### src/rtl/btn_sampler.sv
// btn_sampler: turns one raw push-button pin into clean, clock-synchronous events.
//
// Chain: SYNC_STAGES-deep pin synchroniser -> counter debouncer -> press/release
// pulses -> long-press detector.
//
// Ports:
//   clk_i      user clock, all logic on the rising edge
//   rst_ni     asynchronous active-low reset
//   btn_i      raw asynchronous button pin
//   level_o    debounced state, 1 = pressed
//   press_o    one-cycle pulse when a press is accepted
//   release_o  one-cycle pulse when a release is accepted
//   long_o     one-cycle pulse once a press has lasted LONG_CNT cycles
//   held_o     high from long_o until the button is released
module btn_sampler #(
  parameter int unsigned SYNC_STAGES = 2,
  parameter int unsigned STABLE_CNT  = 16,
  parameter int unsigned LONG_CNT    = 128,
  parameter bit          ACTIVE_LOW  = 1'b1
) (
  input  logic clk_i,
  input  logic rst_ni,
  input  logic btn_i,
  output logic level_o,
  output logic press_o,
  output logic release_o,
  output logic long_o,
  output logic held_o
);

  localparam int unsigned DcntW = $clog2(STABLE_CNT);
  localparam int unsigned HcntW = $clog2(LONG_CNT + 1);

  localparam logic [DcntW-1:0] DcntMax = DcntW'(STABLE_CNT - 1);
  localparam logic [HcntW-1:0] HcntMax = HcntW'(LONG_CNT);
  localparam logic [HcntW-1:0] HcntPre = HcntW'(LONG_CNT - 1);

  logic [SYNC_STAGES-1:0] sync_q, sync_d;
  logic [DcntW-1:0]       dcnt_q, dcnt_d;
  logic [HcntW-1:0]       hcnt_q, hcnt_d;
  logic                   level_q, level_d;
  logic                   press_q, press_d;
  logic                   release_q, release_d;
  logic                   long_q, long_d;
  logic                   held_q, held_d;

  logic pressed_s;  // synchronised pin, 1 = pressed
  logic rise;
  logic fall;

  assign pressed_s = sync_q[SYNC_STAGES-1] ^ ACTIVE_LOW;

  always_comb begin
    sync_d    = {sync_q[SYNC_STAGES-2:0], btn_i};
    dcnt_d    = dcnt_q;
    hcnt_d    = hcnt_q;
    level_d   = level_q;
    press_d   = 1'b0;
    release_d = 1'b0;
    long_d    = 1'b0;
    held_d    = held_q;
    rise      = 1'b0;
    fall      = 1'b0;

    // Debounce: any cycle of agreement restarts the stability count.
    if (pressed_s == level_q) begin
      dcnt_d = '0;
    end else if (dcnt_q == DcntMax) begin
      dcnt_d  = '0;
      level_d = pressed_s;
      rise    = pressed_s;
      fall    = ~pressed_s;
    end else begin
      dcnt_d = dcnt_q + 1'b1;
    end

    // A release on the threshold edge takes priority over the long press.
    if (rise) begin
      hcnt_d  = '0;
      press_d = 1'b1;
    end else if (fall) begin
      hcnt_d    = '0;
      held_d    = 1'b0;
      release_d = 1'b1;
    end else if (level_q && (hcnt_q < HcntMax)) begin
      hcnt_d = hcnt_q + 1'b1;
      if (hcnt_q == HcntPre) begin
        long_d = 1'b1;
        held_d = 1'b1;
      end
    end
  end

  always_ff @(posedge clk_i or negedge rst_ni) begin
    if (!rst_ni) begin
      sync_q    <= {SYNC_STAGES{ACTIVE_LOW}};
      dcnt_q    <= '0;
      hcnt_q    <= '0;
      level_q   <= 1'b0;
      press_q   <= 1'b0;
      release_q <= 1'b0;
      long_q    <= 1'b0;
      held_q    <= 1'b0;
    end else begin
      sync_q    <= sync_d;
      dcnt_q    <= dcnt_d;
      hcnt_q    <= hcnt_d;
      level_q   <= level_d;
      press_q   <= press_d;
      release_q <= release_d;
      long_q    <= long_d;
      held_q    <= held_d;
    end
  end

  assign level_o   = level_q;
  assign press_o   = press_q;
  assign release_o = release_q;
  assign long_o    = long_q;
  assign held_o    = held_q;

endmodule

### config.mk
export PLATFORM = sky130hd
export DESIGN_NAME = btn_sampler
export DESIGN_NICKNAME = d
export VERILOG_FILES = /design/src/rtl/btn_sampler.sv
export SDC_FILE = /design/constraint.sdc
export NUM_CORES = 1
export LEC_CHECK = 0
export CAP_MARGIN = 25
export CORE_MARGIN = 10
export CORE_UTILIZATION = 55
export CTS_BUF_LIST = sky130_fd_sc_hd__clkbuf_4
export DETAILED_ROUTE_END_ITERATION = 8
export PLACE_DENSITY = 0.77
export SYNTH_ARGS = -nofsm -noshare
export SYNTH_HDL_FRONTEND = slang
export SYNTH_SLANG_ARGS = --single-unit
export TNS_END_PERCENT = 100
### constraint.sdc
create_clock -name clk_i -period 1.5 [get_ports clk_i]
set_input_delay 0.375 -clock clk_i [delete_from_list [all_inputs] [get_ports clk_i]]
set_output_delay 0.375 -clock clk_i [all_outputs]
set_load 0.01 [all_outputs]
* After elaboration in Yosys (flattened, before gate mapping)
Cells that the tools add are included.
** Storage, ports and cells
- Bits of input ports :: 3
- Bits in registers :: 19
- Output and inout bits :: 5
- Logic and storage cells :: 42
** Cells by class
- Equal/unequal tests :: 3
- Bitwise gates (word level) :: 3
- Add/sub/neg operators :: 2
- Mux-type cells :: 19
- Order comparisons :: 1
- Reduce and logical (&&, ||, !) cells :: 6
** Operators with widths (number)
- $mux 8 :: 3
- $mux 1 :: 14
- $add 8x1->8 const B :: 1
- $eq 8x7->1 const B :: 1
- $lt 8x8->1 const B :: 1
- $mux 4 :: 2
- $add 4x1->4 const B :: 1
- $eq 4x4->1 const B :: 1
- $reduce_bool 2->1 :: 2
- $not 1->1 :: 3
- $reduce_and 3->1 :: 1
- $reduce_bool 3->1 :: 1
- $reduce_and 2->1 :: 1
- $eq 1x1->1 :: 1
- $logic_and 1x1->1 :: 1

* Depth between registers and ports, before layout
- Word-level depth :: 5
- Mapped depth :: 4
- Depth with buffers taken out :: 4

* Least setup slack after synthesis
Ideal clock, no wire load.
- Kind :: reg-to-reg
- Start point :: reg level_q (netlist: level_o)
- End point :: reg hcnt_q[5]
- Path buffers :: 1
- Cell stages (with the launch flop) :: 5
- Data arrival time :: 1272 ps
- Path slack :: 155 ps
- Setup time :: 73 ps
- Clock period less this slack :: 1345 ps
- Required time :: 1427 ps
- Cells stage by stage :: dfrtp_1 buf_4 nand3b_4 or4_4 a21oi_2
** Between the ends
- Word-level cells in the longest chain between the ends :: 4
- Elaborated cells between the ends (all ways) :: 7
- Those cells by class :: eq/ne (1); mux (4); reduce/logical (2)
** RTL lines
- start, declared :: line 41 : logic level_q, level_d;
- start signal, assigned :: line 108 : level_q <= level_d;
- $eq 1x1->1 :: line 66 : if (pressed_s == level_q) begin
- $mux 1 :: line 66
- $mux 8 :: line 81 : end else if (fall) begin
- $mux 8 :: line 78 : if (rise) begin
- end signal, assigned :: line 107 : hcnt_q <= hcnt_d;
- end, declared :: line 40 : logic [HcntW-1:0] hcnt_q, hcnt_d;
Several ways; a longest one is shown, not always the timed one.
A chain may end at the register's enable or synchronous reset.

* Worst setup path after layout
- Start point :: reg hcnt_q[1]
- End point :: reg hcnt_q[6]
** Between the ends
- Word-level cells in the longest chain between the ends :: 4
- Elaborated cells between the ends (all ways) :: 7
- Those cells by class :: add/sub (1); order compare (1); mux (3); reduce/logical (2)
** RTL lines
- $add 8x1->8 :: line 86 : hcnt_d = hcnt_q + 1'b1;
- $mux 8 :: line 85 : end else if (level_q && (hcnt_q < HcntMax)) begin
- $mux 8 :: line 81
- $mux 8 :: line 78
Several ways; a longest one is shown, not always the timed one. The select of a mux whose other input is x is not followed.

==> results.json <==
{
  "drt_iter0_drc": 5,
  "outcome": "finished clean",
  "area_growth_pct": 16.8,
  "place_congestion": 0.750,
  "clk_pin_slew_ns": 0.11,
  "ys_ff_latch": 19,
  "total_leakage_power_nw": 0.521,
  "crit_required_ns": 1.73,
  "utilization": 0.668,
  "async_flop_share": 1.00,
  "hp-class": "reg2reg",
  "final_common_cell": "dfrtp_1",
  "wl_per_cell_um": 14.9,
  "p_int_w": 0.000641,
  "start_kind": "register",
  "start_util": 0.572,
  "die_h_um": 59.1,
  "synth_cells": 71,
  "synth_area_per_cell_um2": 11.9,
  "port_buffers": 7,
  "num_rows": 14,
  "end_kind": "register",
  "finalPower_w": 0.000823,
  "final_max_slew_viol_count": 0,
  "place_inst": 97,
  "n_fill_cell": 129,
  "nNetsFinal": 92,
  "clk_path_buf_depth": 2,
  "antenna_found_initial": 0,
  "final_layout_size_suffix_gt1_frac": 0.198,
  "yosysUniqueCellTypes": 35,
  "maxCapViolCount": 0,
  "grt.total_usage": 0.101,
  "clock_latency_ns": 0.30,
  "final_cell_area_um2": 983,
  "place_hpwl_um": 1130,
  "die_w_um": 59.1,
  "clkSinkCount": 19,
  "core_mm2": 0.00147,
  "worst_ir_drop_vdd_v": 0.000721,
  "met1_length_um": 681,
  "power.density_mw_per_mm2": 837,
  "relSlewSlack": 0.831,
  "worstPathMaxFanout": 4,
  "worstPathArrival_ns": 1.60,
  "fp.dieArea_mm2": 0.00350,
  "drtPass1Iterations": 4,
  "grt_max_degree": 20,
  "yosysWarnings": 0,
  "first_global_vias": 594,
  "dr_wl_met2_um": 698,
  "dr.max_layer_used": "met4",
  "ys.flop_type": "dfrtp_1",
  "h-tree-depth": 1,
  "fmax_mhz": 730,
  "layout_common_cells": "17 x dfrtp_1, 5 x nor2_1, 5 x a21oi_1, 5 x dlygate4sd2_1, 5 x buf_4",
  "cts_buffers": 3,
  "drc_errors": 0,
  "hold_viol_final": 0,
  "p_sw_w": 0.000182,
  "power_frac_clock": 0.306,
  "ys_seq_area_frac": 0.568,
  "critical_path_class": "reg2reg",
  "via_per_inst": 5.73,
  "dr_total_vias": 584,
  "tns_ns": 0,
  "antenna_cells": 0,
  "syn_area_um2": 842,
  "cts_tree": "built",
  "worst_pin_slew_ns": 0.252,
  "place_area_um2": 955,
  "instances_no_fill": 102,
  "cts-root-buf": "clkbuf_4",
  "comb_power_share": 0.045,
  "wl_met3_um": 132,
  "finalClockSkew_ns": 0.00764,
  "drtAntennaViolNets": 0,
  "ioPinCount": 8,
  "syn_nets": 76,
  "period_share": 0.914,
  "p_sw_frac": 0.221,
  "synth_edf_count": 0,
  "period_needed_ns": 1.37,
  "setup_viol": 0,
  "rsz0062_at_grt": "false",
  "wl_um": 1520,
  "grt_pass1_wl_um": 2700,
  "holdBufCountCts": 0,
  "seq_power_share": 0.649,
  "grt.overflow.total": 0
}
## cells by family after synthesis
| group | Yosys count | synth area share |
|---|---|---|
| flip-flops | 19 | 0.568 |
| AND/OR/NAND/NOR | 27 | 0.211 |
| adder cells (fa/ha/maj) | 2 | 0.0297 |
| multiplexers | 1 | 0.0119 |
| AO/OA/AOI/OAI | 16 | 0.122 |
| buffers and inverters | 3 | 0.0178 |
| XOR/XNOR | 3 | 0.0401 |
## registers in the layout, summed over array words and instances (netlist names)
signal	cells
sync_q	2
release_o	1
dcnt_q	4
long_o	1
held_o	1
level_o	1
hcnt_q	8
press_o	1
## Yosys cell counts, types with 2 or more instances
cell type | number | area share
or3_1 | 3 | 0.022
o21ai_0 | 4 | 0.024
inv_1 | 2 | 0.0089
nor2_1 | 5 | 0.022
dfstp_2 | 2 | 0.062
nand2_1 | 4 | 0.018
ha_1 | 2 | 0.030
a21oi_1 | 5 | 0.030
nand3_1 | 2 | 0.012
dfrtp_1 | 17 | 0.51
## power by group through the flow
stage               combinational (W)  sequential (W)  clock (W)
detailed placement          0.0000382        0.000544          0
global placement            0.0000370        0.000543          0
CTS                         0.0000381        0.000534   0.000266
finish                      0.0000370        0.000534   0.000252
floorplan                   0.0000166        0.000542          0
global route                0.0000424        0.000537   0.000287
## metrics by stage
stage               worst slack, ns  hold WS (ns)
floorplan                     0.155        0.0794
global placement              0.169         0.346
detailed placement            0.130         0.355
CTS                           0.115         0.371
global route                 0.0112         0.378
finish                        0.129         0.368
## path summary, 6_finish.rpt
kind,start,endpoint,slack [ns],cells past startpoint
max,hcnt_q[1],hcnt_q[6],0.13,4
min,sync_q[0],sync_q[1],0.37,0
max reg2reg,hcnt_q[1],hcnt_q[6],0.13,4
min reg2reg,sync_q[0],sync_q[1],0.37,0
max in group asynchronous,rst_ni,sync_q[1],0.84,2
min in group asynchronous,rst_ni,hcnt_q[1],0.39,2
## cell type report
class	count	area [um2]	share of cell area
inverter	2	7.51	0.00763
sequential	19	478	0.486
clock buffer	3	22.5	0.0229
multi-input combinational	49	349	0.355
clock inverter	1	5.00	0.00509
timing repair buffer	12	101	0.103
tap	16	20.0	0.0204
## critical path, stage by stage, from the launching register on
cell      delay (ns)
dfrtp_1         0.42
ha_1            0.22
nand4b_1        0.15
or3_1           0.37
a21oi_1         0.15
## layer usage
layer / vias to the layer above / track usage
met5: - / 0
met2: 11 / 0.147
li1: 287 / -
met3: 2 / 0.0687
met1: 284 / 0.116
met4: 0 / 0.0295
## timing repair
action | CTS | global route
gates resized for setup | 5 | 0
setup buffers | 1 | 0
endpoints found under the setup margin | 5 | 0
hold endpoints to repair | 0 | 0
Note: power is estimated with default switching activity, not from simulation.
